--- src/rtl/vend_key_master_if.sv ---
// vend_key_master_if: Avalon-MM single-beat write bus from the key master to the vending slave
interface vend_key_master_if;
  logic       av_chipselect;
  logic       av_write;
  logic [3:0] av_address;
  logic [7:0] av_writedata;
  logic       av_waitrequest;
  modport master(output av_chipselect, av_write, av_address, av_writedata, input av_waitrequest);
  modport slave(input av_chipselect, av_write, av_address, av_writedata, output av_waitrequest);
endinterface

--- src/rtl/vend_key_master.sv ---
// vend_key_master: debounced board keys turned into Avalon-MM set/clear register writes
module vend_key_master #(
  parameter int DEBOUNCE_CYCLES = 1000,
  parameter int HOLD_CYCLES = 4,
  parameter int CNT_W = 16
) (
  input  logic                clk,
  input  logic                reset,
  input  logic [2:0]          key_kind,
  input  logic [2:0]          key_coin,
  input  logic                key_cancel,
  input  logic                key_sure,
  input  logic                key_done,
  vend_key_master_if.master   av,
  output logic                busy,
  output logic                dropped,
  output logic [7:0]          evt_count
);
  typedef enum logic [2:0] {IDLE, SET, HOLD, CLR, CLRK} state_t;
  state_t state, nxt;
  logic [8:0] raw, s1, s2, lvl, lvl_q, pending, rise, clr, pend_eff, acc;
  logic [CNT_W-1:0] cnt [9];
  logic [CNT_W-1:0] hcnt;
  logic [3:0] job, win, set_addr;
  logic [7:0] set_data;
  logic wr;
  // bit index doubles as arbitration priority: cancel highest, kind[2] lowest
  assign raw = {key_cancel, key_done, key_sure, key_coin, key_kind[0], key_kind[1], key_kind[2]};
  always_ff @(posedge clk)
    if (reset) begin
      s1 <= '0;
      s2 <= '0;
      lvl <= '0;
      lvl_q <= '0;
      for (int i = 0; i < 9; i++) cnt[i] <= '0;
    end else begin
      s1 <= raw;
      s2 <= s1;
      lvl_q <= lvl;
      for (int i = 0; i < 9; i++)
        if (s2[i] != lvl[i]) begin
          lvl[i] <= cnt[i] == CNT_W'(DEBOUNCE_CYCLES - 1) ? s2[i] : lvl[i];
          cnt[i] <= cnt[i] == CNT_W'(DEBOUNCE_CYCLES - 1) ? '0 : cnt[i] + 1'b1;
        end else cnt[i] <= '0;
    end
  // a bit being retired this cycle counts as free, so a fresh press re-arms it
  assign rise = lvl & ~lvl_q;
  assign clr = (state == SET && !av.av_waitrequest) ? 9'd1 << job : '0;
  assign pend_eff = pending & ~clr;
  assign acc = rise & ~pend_eff;
  always_ff @(posedge clk)
    if (reset) begin
      pending <= '0;
      evt_count <= '0;
      dropped <= 1'b0;
    end else begin
      pending <= pend_eff | rise;
      evt_count <= evt_count + 8'($countones(acc));
      dropped <= dropped | (|(rise & pend_eff));
    end
  always_comb begin
    win = '0;
    for (int i = 0; i < 9; i++) win = pending[i] ? 4'(i) : win;
  end
  assign set_addr = job == 4'd8 ? 4'd2 : job == 4'd7 ? 4'd4 : job == 4'd6 ? 4'd3 : job >= 4'd3 ? 4'd1 : 4'd0;
  assign set_data = job >= 4'd6 ? 8'd1 : job >= 4'd3 ? 8'd1 << (job - 4'd3) : 8'd1 << (4'd2 - job);
  always_ff @(posedge clk)
    if (reset) begin
      state <= IDLE;
      job <= '0;
      hcnt <= '0;
    end else begin
      state <= nxt;
      job <= state == IDLE ? win : job;
      hcnt <= state == HOLD ? hcnt + 1'b1 : '0;
    end
  always_comb begin
    nxt = state;
    wr = 1'b0;
    av.av_address = '0;
    av.av_writedata = '0;
    case (state)
      IDLE: nxt = |pending ? SET : IDLE;
      SET: begin
        wr = 1'b1;
        av.av_address = set_addr;
        av.av_writedata = set_data;
        nxt = av.av_waitrequest ? SET : job <= 4'd2 ? IDLE : HOLD;
      end
      HOLD: nxt = hcnt == CNT_W'(HOLD_CYCLES - 1) ? CLR : HOLD;
      CLR: begin
        wr = 1'b1;
        av.av_address = set_addr;
        nxt = av.av_waitrequest ? CLR : job == 4'd7 ? CLRK : IDLE;
      end
      CLRK: begin
        wr = 1'b1;
        nxt = av.av_waitrequest ? CLRK : IDLE;
      end
      default: nxt = IDLE;
    endcase
  end
  assign av.av_chipselect = wr;
  assign av.av_write = wr;
  assign busy = state != IDLE;
endmodule
--- src/flat_wrapper.sv ---
// flat-port wrapper written by rule: the top's interface ports become plain ports
module vend_key_master_flat 
#(
  parameter int DEBOUNCE_CYCLES = 1000,
  parameter int HOLD_CYCLES = 4,
  parameter int CNT_W = 16
)
  (clk, reset, key_kind, key_coin, key_cancel, key_sure, key_done, busy, dropped, evt_count, av_av_chipselect, av_av_write, av_av_address, av_av_writedata, av_av_waitrequest);
  vend_key_master_if av_i ();
  input  logic clk;
  input  logic reset;
  input  logic [2:0] key_kind;
  input  logic [2:0] key_coin;
  input  logic key_cancel;
  input  logic key_sure;
  input  logic key_done;
  output logic busy;
  output logic dropped;
  output logic [7:0] evt_count;
  output wire logic [$bits(av_i.av_chipselect)-1:0] av_av_chipselect;
  output wire logic [$bits(av_i.av_write)-1:0] av_av_write;
  output wire logic [$bits(av_i.av_address)-1:0] av_av_address;
  output wire logic [$bits(av_i.av_writedata)-1:0] av_av_writedata;
  input wire logic [$bits(av_i.av_waitrequest)-1:0] av_av_waitrequest;
  assign av_av_chipselect = av_i.av_chipselect;
  assign av_av_write = av_i.av_write;
  assign av_av_address = av_i.av_address;
  assign av_av_writedata = av_i.av_writedata;
  assign av_i.av_waitrequest = av_av_waitrequest;
  vend_key_master #(.DEBOUNCE_CYCLES(DEBOUNCE_CYCLES), .HOLD_CYCLES(HOLD_CYCLES), .CNT_W(CNT_W)) u_core (.clk(clk), .reset(reset), .key_kind(key_kind), .key_coin(key_coin), .key_cancel(key_cancel), .key_sure(key_sure), .key_done(key_done), .av(av_i), .busy(busy), .dropped(dropped), .evt_count(evt_count));
endmodule
--- config.mk ---
export PLATFORM = sky130hd
export DESIGN_NAME = vend_key_master_flat
export DESIGN_NICKNAME = d
export VERILOG_FILES = /design/src/rtl/vend_key_master_if.sv /design/src/rtl/vend_key_master.sv /design/src/flat_wrapper.sv
export SDC_FILE = /design/constraint.sdc
export NUM_CORES = 1
export LEC_CHECK = 0
export ABC_AREA = 0
export BUFFER_PORTS_ARGS = -buffer_cell sky130_fd_sc_hd__buf_2
export CAP_MARGIN = 0
export CORE_UTILIZATION = 60
export CTS_BUF_LIST = sky130_fd_sc_hd__clkbuf_8
export CTS_CLUSTER_DIAMETER = 60
export DETAILED_ROUTE_END_ITERATION = 7
export GPL_TIMING_DRIVEN = 0
export PLACE_DENSITY = 0.87
export SYNTH_ARGS = -nofsm -noshare
export SYNTH_HDL_FRONTEND = slang
export SYNTH_SLANG_ARGS = --single-unit
--- constraint.sdc ---
create_clock -name clk -period 7.8 [get_ports clk]
set_input_delay 2.34 -clock clk [delete_from_list [all_inputs] [get_ports clk]]
set_output_delay 2.34 -clock clk [all_outputs]
set_load 0.02 [all_outputs]
# Word-level counts from Yosys, hierarchy flattened
# Memories as Yosys holds them, arrays and structs flattened.
# Index checks and enable logic that the tools add are counted.
[word_totals] n_memories=1 ramBits=144 mem_bits_ro=0 elab_cells=227 register_bits=77 latch_bits=0
[memory_table] name="u_core.cnt" words=9 word_bits=16 rd=9 rd_ports_with_merged_regs=0 write_ports=9 line="vend_key_master.sv:22" rtl="logic [CNT_W-1:0] cnt [9];"
[op_classes] reduce_logical=18 bitwise=28 shift=3 eq_ne=26 add_sub_neg=21 n_lt_le_gt_ge=3 mux=109 n_div=0 n_mul=0
[ops] op="two-way mux 16 bit" n=27
[ops] op="adder 16 x 1 -> 16 bit (second input constant)" n=10
[ops] op="equality test 16 x 10 -> 1 bit (second input constant)" n=9
[ops] op="two-way mux 1 bit" n=61
[ops] op="two-way mux 4 bit" n=11
[ops] op="bitwise AND 9 bit" n=4
[ops] op="adder 8 bit" n=4
[ops] op="NOT 9 bit" n=3
[ops] op="two-way mux 8 bit" n=3
[ops] op="OR 1 bit" n=19
[ops] op="AND reduction 2 bit" n=9
[ops] op="OR reduction 9 bit" n=2
[ops] op="equality test 16 x 2 -> 1 bit (second input constant)" n=1
[ops] op="<< shifter 1 x 4 -> 8 bit (first input constant)" n=2
[ops] op="one-hot mux 3 bit (5 select lines)" n=1
[ops] op="two-way mux 3 bit" n=4
[ops] op="two-way mux 9 bit" n=1
[ops] op="inequality test 1 bit" n=9
[ops] op="OR 9 bit" n=1
[ops] op="<< shifter 1 x 4 -> 9 bit (first input constant)" n=1
[ops] op="adder 1 x 1 -> 2 bit" n=4
[ops] op="adder 8 x 1 -> 8 bit" n=1
[ops] op="equality test 4 x 3 -> 1 bit (second input constant)" n=2
[ops] op="equality test 3 x 2 -> 1 bit (second input constant)" n=2
[ops] op="other kinds (16)" n=17

# Depth between registers and ports, before layout
[logic_depth] ltp_word=12 mapped_depth=20

# Worst setup path after synthesis
# No wires, ideal clock.
[synth_timing] path_kind="input-to-reg" start="in av_av_waitrequest" end="reg u_core.evt_count[7]" stages=18 required_time_ns=7.672 arrival_ns=6.357 setup_slack_ns=1.316 setup_time_ns=0.128 path_cell_list="or4b_4 buf_6 o41ai_1 nor2b_1 ha_1 fa_1 inv_1 fa_1 fa_1 inv_1 ha_1 inv_1 fa_1 nor2b_1 o21ai_0 a21oi_1 xnor2_1 nor2_1"
[synth_via] elab_chain_cells=12
[synth_rtl] element="from (decl)" line="flat_wrapper.sv:24" rtl="input wire logic [$bits(av_i.av_waitrequest)-1:0] av_av_waitrequest;"
[synth_rtl] element="zero test 1 bit *" line="vend_key_master.sv:48" rtl="assign clr = (state == SET && !av.av_waitrequest) ? 9'd1 << job : '0;"
[synth_rtl] element="logical AND 1 bit *" line="vend_key_master.sv:48"
[synth_rtl] element="two-way mux 9 bit *" line="vend_key_master.sv:48"
[synth_rtl] element="NOT 9 bit *" line="vend_key_master.sv:49" rtl="assign pend_eff = pending & ~clr;"
[synth_rtl] element="bitwise AND 9 bit *" line="vend_key_master.sv:49"
[synth_rtl] element="NOT 9 bit *" line="vend_key_master.sv:50" rtl="assign acc = rise & ~pend_eff;"
[synth_rtl] element="bitwise AND 9 bit *" line="vend_key_master.sv:50"
[synth_rtl] element="adder 1 x 1 -> 2 bit (implied by the code)" line="vend_key_master.sv:58" rtl="evt_count <= evt_count + 8'($countones(acc));"
[synth_rtl] element="adder 8 bit (implied by the code) (2 in a row)" line="vend_key_master.sv:58"
[synth_rtl] element="adder 8 x 1 -> 8 bit (implied by the code) *" line="vend_key_master.sv:58"
[synth_rtl] element="adder 8 bit *" line="vend_key_master.sv:58"
[synth_rtl] element="to (signal assigned)" line="vend_key_master.sv:58"
[synth_rtl] element="to (decl)" line="vend_key_master.sv:17" rtl="output logic [7:0] evt_count"
# Every way passes the cells marked *; elsewhere a longest branch is shown, timed or not.
# A chain may end at the register's enable or synchronous reset.

# Worst setup path in the final report
# Same ends and word-level chain as after synthesis.

==> summary.md <==
Pwr
* 0.559 — sequential group share of total power
* 0.131 mV — highest ir drop seen on vdd
* 184 mW/mm^2 — cell area power density
* 0.00472 uW — Static Leakage
* 515 uW — net switching power figure
* 0.032 — combinational power share
* 0.409 — clock network fraction of total power
* 1800 uW — internal power
* 2320 uW — total power after layout
* 0.222 — switching share of power

Global route
* 0 — number of antenna violations at the first check in global routing
* 11 — largest net degree at the start of global routing
* 0.227 — Total GRT Usage
* 7939 — via count of the first global-routing pass
* 0 — total grt overflow
* 34400 um — wire length of the first global-routing pass

Routing
* 2 — number of remaining DRC errors
* 8158 — routed via count
* 20700 um — total detailed-routing wirelength
* 440 — Detailed Route Iter0 Violations
* 5.22 — via count normalized by instance count
* 6 — number of optimization iterations in the first detailed-route pass
* 0 — antenna violation net count after detailed routing
* 13.2 um — per-cell routed wire length

Yosys
* sky130_fd_sc_hd__edfxtp_1 — cell type contributing the most total cell area after synthesis
* 128 — count of flip-flops with a built-in enable after synthesis
* 0 — number of warnings issued by yosys
* 0 — post-synthesis async set-or-reset flop share
* 1109 — number of standard cells after synthesis
* 49 — number of different library cells in the post-synthesis netlist
* sky130_fd_sc_hd__edfxtp_1 — Post-synth top flop
* 0.520 — fraction of the yosys area taken by sequential cells
* sky130_fd_sc_hd__edfxtp_1, sky130_fd_sc_hd__dfxtp_1, sky130_fd_sc_hd__nor2_1 — dominant cells by area after synthesis
* sky130_fd_sc_hd__nor2_1, sky130_fd_sc_hd__edfxtp_1, sky130_fd_sc_hd__dfxtp_1 — most numerous cell types in the synthesized netlist
* 0.350 — area fraction of the dominant cell type after synthesis
* sky130_fd_sc_hd__nor2_1 — most repeated cell in the gate-level netlist after synthesis
* 221 — number of synthesized register bits
* 0.0110 mm^2 — total standard cell area after synthesis
* 9.90 um^2 — Avg Cell Area, Syn

Clock tree
* sky130_fd_sc_hd__clkbuf_8 — clock root buffer
* 0.06 ns — clock transition at the registers of the reported paths
* 37 — Inserted Clock Buffers
* 0 — hold-fix buffers at CTS
* 3 — Max Root-Sink Buffers
* done — TritonCTS clock tree
* 0 — Post-CTS Resized
* 221 — TritonCTS Sinks
* 0.52 ns — later-pin clock latency in the skew report
* 2 — CTS H-tree lvls
* 0 — post-CTS setup buffers

STA
* 0.152 GHz — top achievable clock speed
* 1.23 ns — Worst Setup Slack, final
* no — RSZ-0062 raised after global routing
* 0.693 ns — Worst Max-Slew Pin Slew
* 0 — max-slew violations
* 0 ns — final-layout setup total negative slack
* 0.532 — Max-slew headroom
* 0.842 — ratio of final minimum period to clock period
* 0.0155 ns — Fin Clk Skew
* 6.57 ns — min Tclk post-route
* 0 — count of endpoints failing hold in the final timing report
* 0 — Setup violations, final

Min path
* 1 — Cells on Worst Hold Path
* flop to flop — class of the tightest hold or removal check

Worst setup path
* flop — category of the worst setup path capture point
* 6.96 ns — endpoint arrival time on the critical path
* av_av_waitrequest — Worst setup startpoint
* 20 — depth of the most critical reg-to-reg path
* u_core.evt_count[7] — end of the worst register-to-register path
* 8 — largest driver fanout on the critical path
* u_core.job[0] — worst r2r src
* 8.19 ns — Crit path required time
* input pin to flop — worst setup path class
* u_core.evt_count[7] — Critical Path Sink
* 2.78 ns — internal reg-to-reg setup slack
* input pin — CP startpoint kind

Outcome
* DRC — failing checks
* complete, but fails checks — run status

Final layout
* 14.7% — Synth-to-Final Area Change
* 1355 — Final Net Count
* 0.0735 — share of cells above drive strength 1
* 0.701 — utilization of the core after routing
* 0.0126 mm^2 — Layout Cell Area excl Fill
* 0 — Antenna Cells

Placed design
* 0.0119 mm^2 — placed cell areas
* 0.887 — RD Place Congestion
* 0.733 ns — pre-CTS setup slack
* 14700 um — DP HPWL
* 33 — input/output buffers

Die
* 49 — num rows
* 0.611 — initial cell density of the core
* 36 — Boundary Pins
* 0.0180 mm^2 — standard cell core area
* 137 um — x dimension of the die
* 0.0188 mm^2 — Die ar.
* 137 um — Die Y

Job
* 0 — # Max-Cap Violations

[layout by cell type, fill, tap and decap left out, types with 4 or more instances in the layout]
| master | count |
|---|---|
| sky130_fd_sc_hd__dfxtp_1 | 93 |
| sky130_fd_sc_hd__or3_1 | 11 |
| sky130_fd_sc_hd__nor2_1 | 218 |
| sky130_fd_sc_hd__nand2b_1 | 14 |
| sky130_fd_sc_hd__or2_2 | 4 |
| sky130_fd_sc_hd__clkinv_2 | 5 |
| sky130_fd_sc_hd__o21ai_0 | 14 |
| sky130_fd_sc_hd__clkbuf_1 | 29 |
| sky130_fd_sc_hd__xnor2_1 | 75 |
| sky130_fd_sc_hd__fa_1 | 6 |
| sky130_fd_sc_hd__nor4_1 | 26 |
| sky130_fd_sc_hd__edfxtp_1 | 128 |
| sky130_fd_sc_hd__a21oi_1 | 28 |
| sky130_fd_sc_hd__nor3_1 | 39 |
| sky130_fd_sc_hd__ha_1 | 29 |
| sky130_fd_sc_hd__clkbuf_8 | 44 |
| sky130_fd_sc_hd__inv_1 | 63 |
| sky130_fd_sc_hd__and4_1 | 9 |
| sky130_fd_sc_hd__o31ai_1 | 4 |
| sky130_fd_sc_hd__nand3_1 | 54 |
| sky130_fd_sc_hd__buf_2 | 34 |
| sky130_fd_sc_hd__nor2b_1 | 42 |
| sky130_fd_sc_hd__mux2i_1 | 13 |
| sky130_fd_sc_hd__nand4_1 | 31 |
| sky130_fd_sc_hd__xor2_1 | 68 |
| sky130_fd_sc_hd__conb_1 | 129 |
| sky130_fd_sc_hd__nand2_1 | 63 |
| sky130_fd_sc_hd__and3_1 | 23 |
[cell type report]
cell class	instances	area, um^2
inverters	48	180
fillers	1318	5370
well taps	229	287
flip-flops and latches	221	5710
clock inverters	20	81.3
clock buffers	44	606
repair buffers	33	165
plain buffers	34	151
multi-input cells	933	5420
[kinds of logic after synthesis]
logic type	after synthesis	synth area share
AO/OA/AOI/OAI	70	0.0407
XOR/XNOR	143	0.114
adder cells (fa/ha/maj)	35	0.0440
buffers and inverters	82	0.0302
flip-flops	221	0.520
multiplexers	13	0.0119
other	2	0.000684
AND/OR/NAND/NOR	543	0.239
[metal layers]
metal,GRT usage,part of all wire,vias to the layer above
li1,-,-,4103
met1,0.271,0.43,3841
met2,0.402,0.50,183
met3,0.0515,0.052,31
met4,0.0775,0.020,0
met5,0,0,-
[how the worst min path moves through the flow]
stage / startpoint / to / slack (ns)
after floorplan: u_core.s1[0] / u_core.s2[0] / 0.41
after global placement: u_core.s1[1] / u_core.s2[1] / 0.42
after global routing: u_core.s1[7] / u_core.s2[7] / 0.47
after CTS: u_core.s1[0] / u_core.s2[0] / 0.45
final: u_core.s1[0] / u_core.s2[0] / 0.44
after detailed placement: u_core.s1[0] / u_core.s2[0] / 0.43
[critical path, stage by stage]
cell	delay (ns)
sky130_fd_sc_hd__buf_2	0.13
sky130_fd_sc_hd__or4b_4	0.54
sky130_fd_sc_hd__buf_6	0.15
sky130_fd_sc_hd__o31ai_1	0.46
sky130_fd_sc_hd__nor2b_1	0.21
sky130_fd_sc_hd__ha_1	0.26
sky130_fd_sc_hd__fa_1	0.51
sky130_fd_sc_hd__inv_1	0.06
sky130_fd_sc_hd__fa_1	0.44
sky130_fd_sc_hd__fa_1	0.44
sky130_fd_sc_hd__inv_1	0.08
sky130_fd_sc_hd__ha_1	0.17
sky130_fd_sc_hd__inv_1	0.06
sky130_fd_sc_hd__fa_1	0.39
sky130_fd_sc_hd__nor2b_1	0.17
sky130_fd_sc_hd__o21ai_0	0.13
sky130_fd_sc_hd__a21oi_1	0.22
sky130_fd_sc_hd__xnor2_1	0.14
sky130_fd_sc_hd__nor2_1	0.05
[power groups by stage]
stage,sequential [uW],clock [uW],combinational (uW)
floorplan,1310,0,56.8
global placement,1320,0,70.1
detailed placement,1320,0,71.3
CTS,1300,971,72.4
global route,1300,1020,86.0
finish,1300,948,74.6
[per-stage QoR]
| step | hold slack, ns | std cells |
|---|---|---|
| after floorplan | 0.414 | 1236 |
| after global placement | 0.419 | 1498 |
| after detailed placement | 0.431 | 1498 |
| after CTS | 0.446 | 1562 |
| after global routing | 0.466 | 1562 |
| final | 0.442 | 1562 |
[flip-flops by register name, summed over array words and instances, names as in the netlist, 8 cells and up]
register	count
u_core.s2	9
u_core.hcnt	16
u_core.lvl	9
u_core.lvl_q	9
u_core.s1	9
u_core.evt_count	8
u_core.cnt	144
u_core.pending	9
Power figures use the tool's default switching activity.
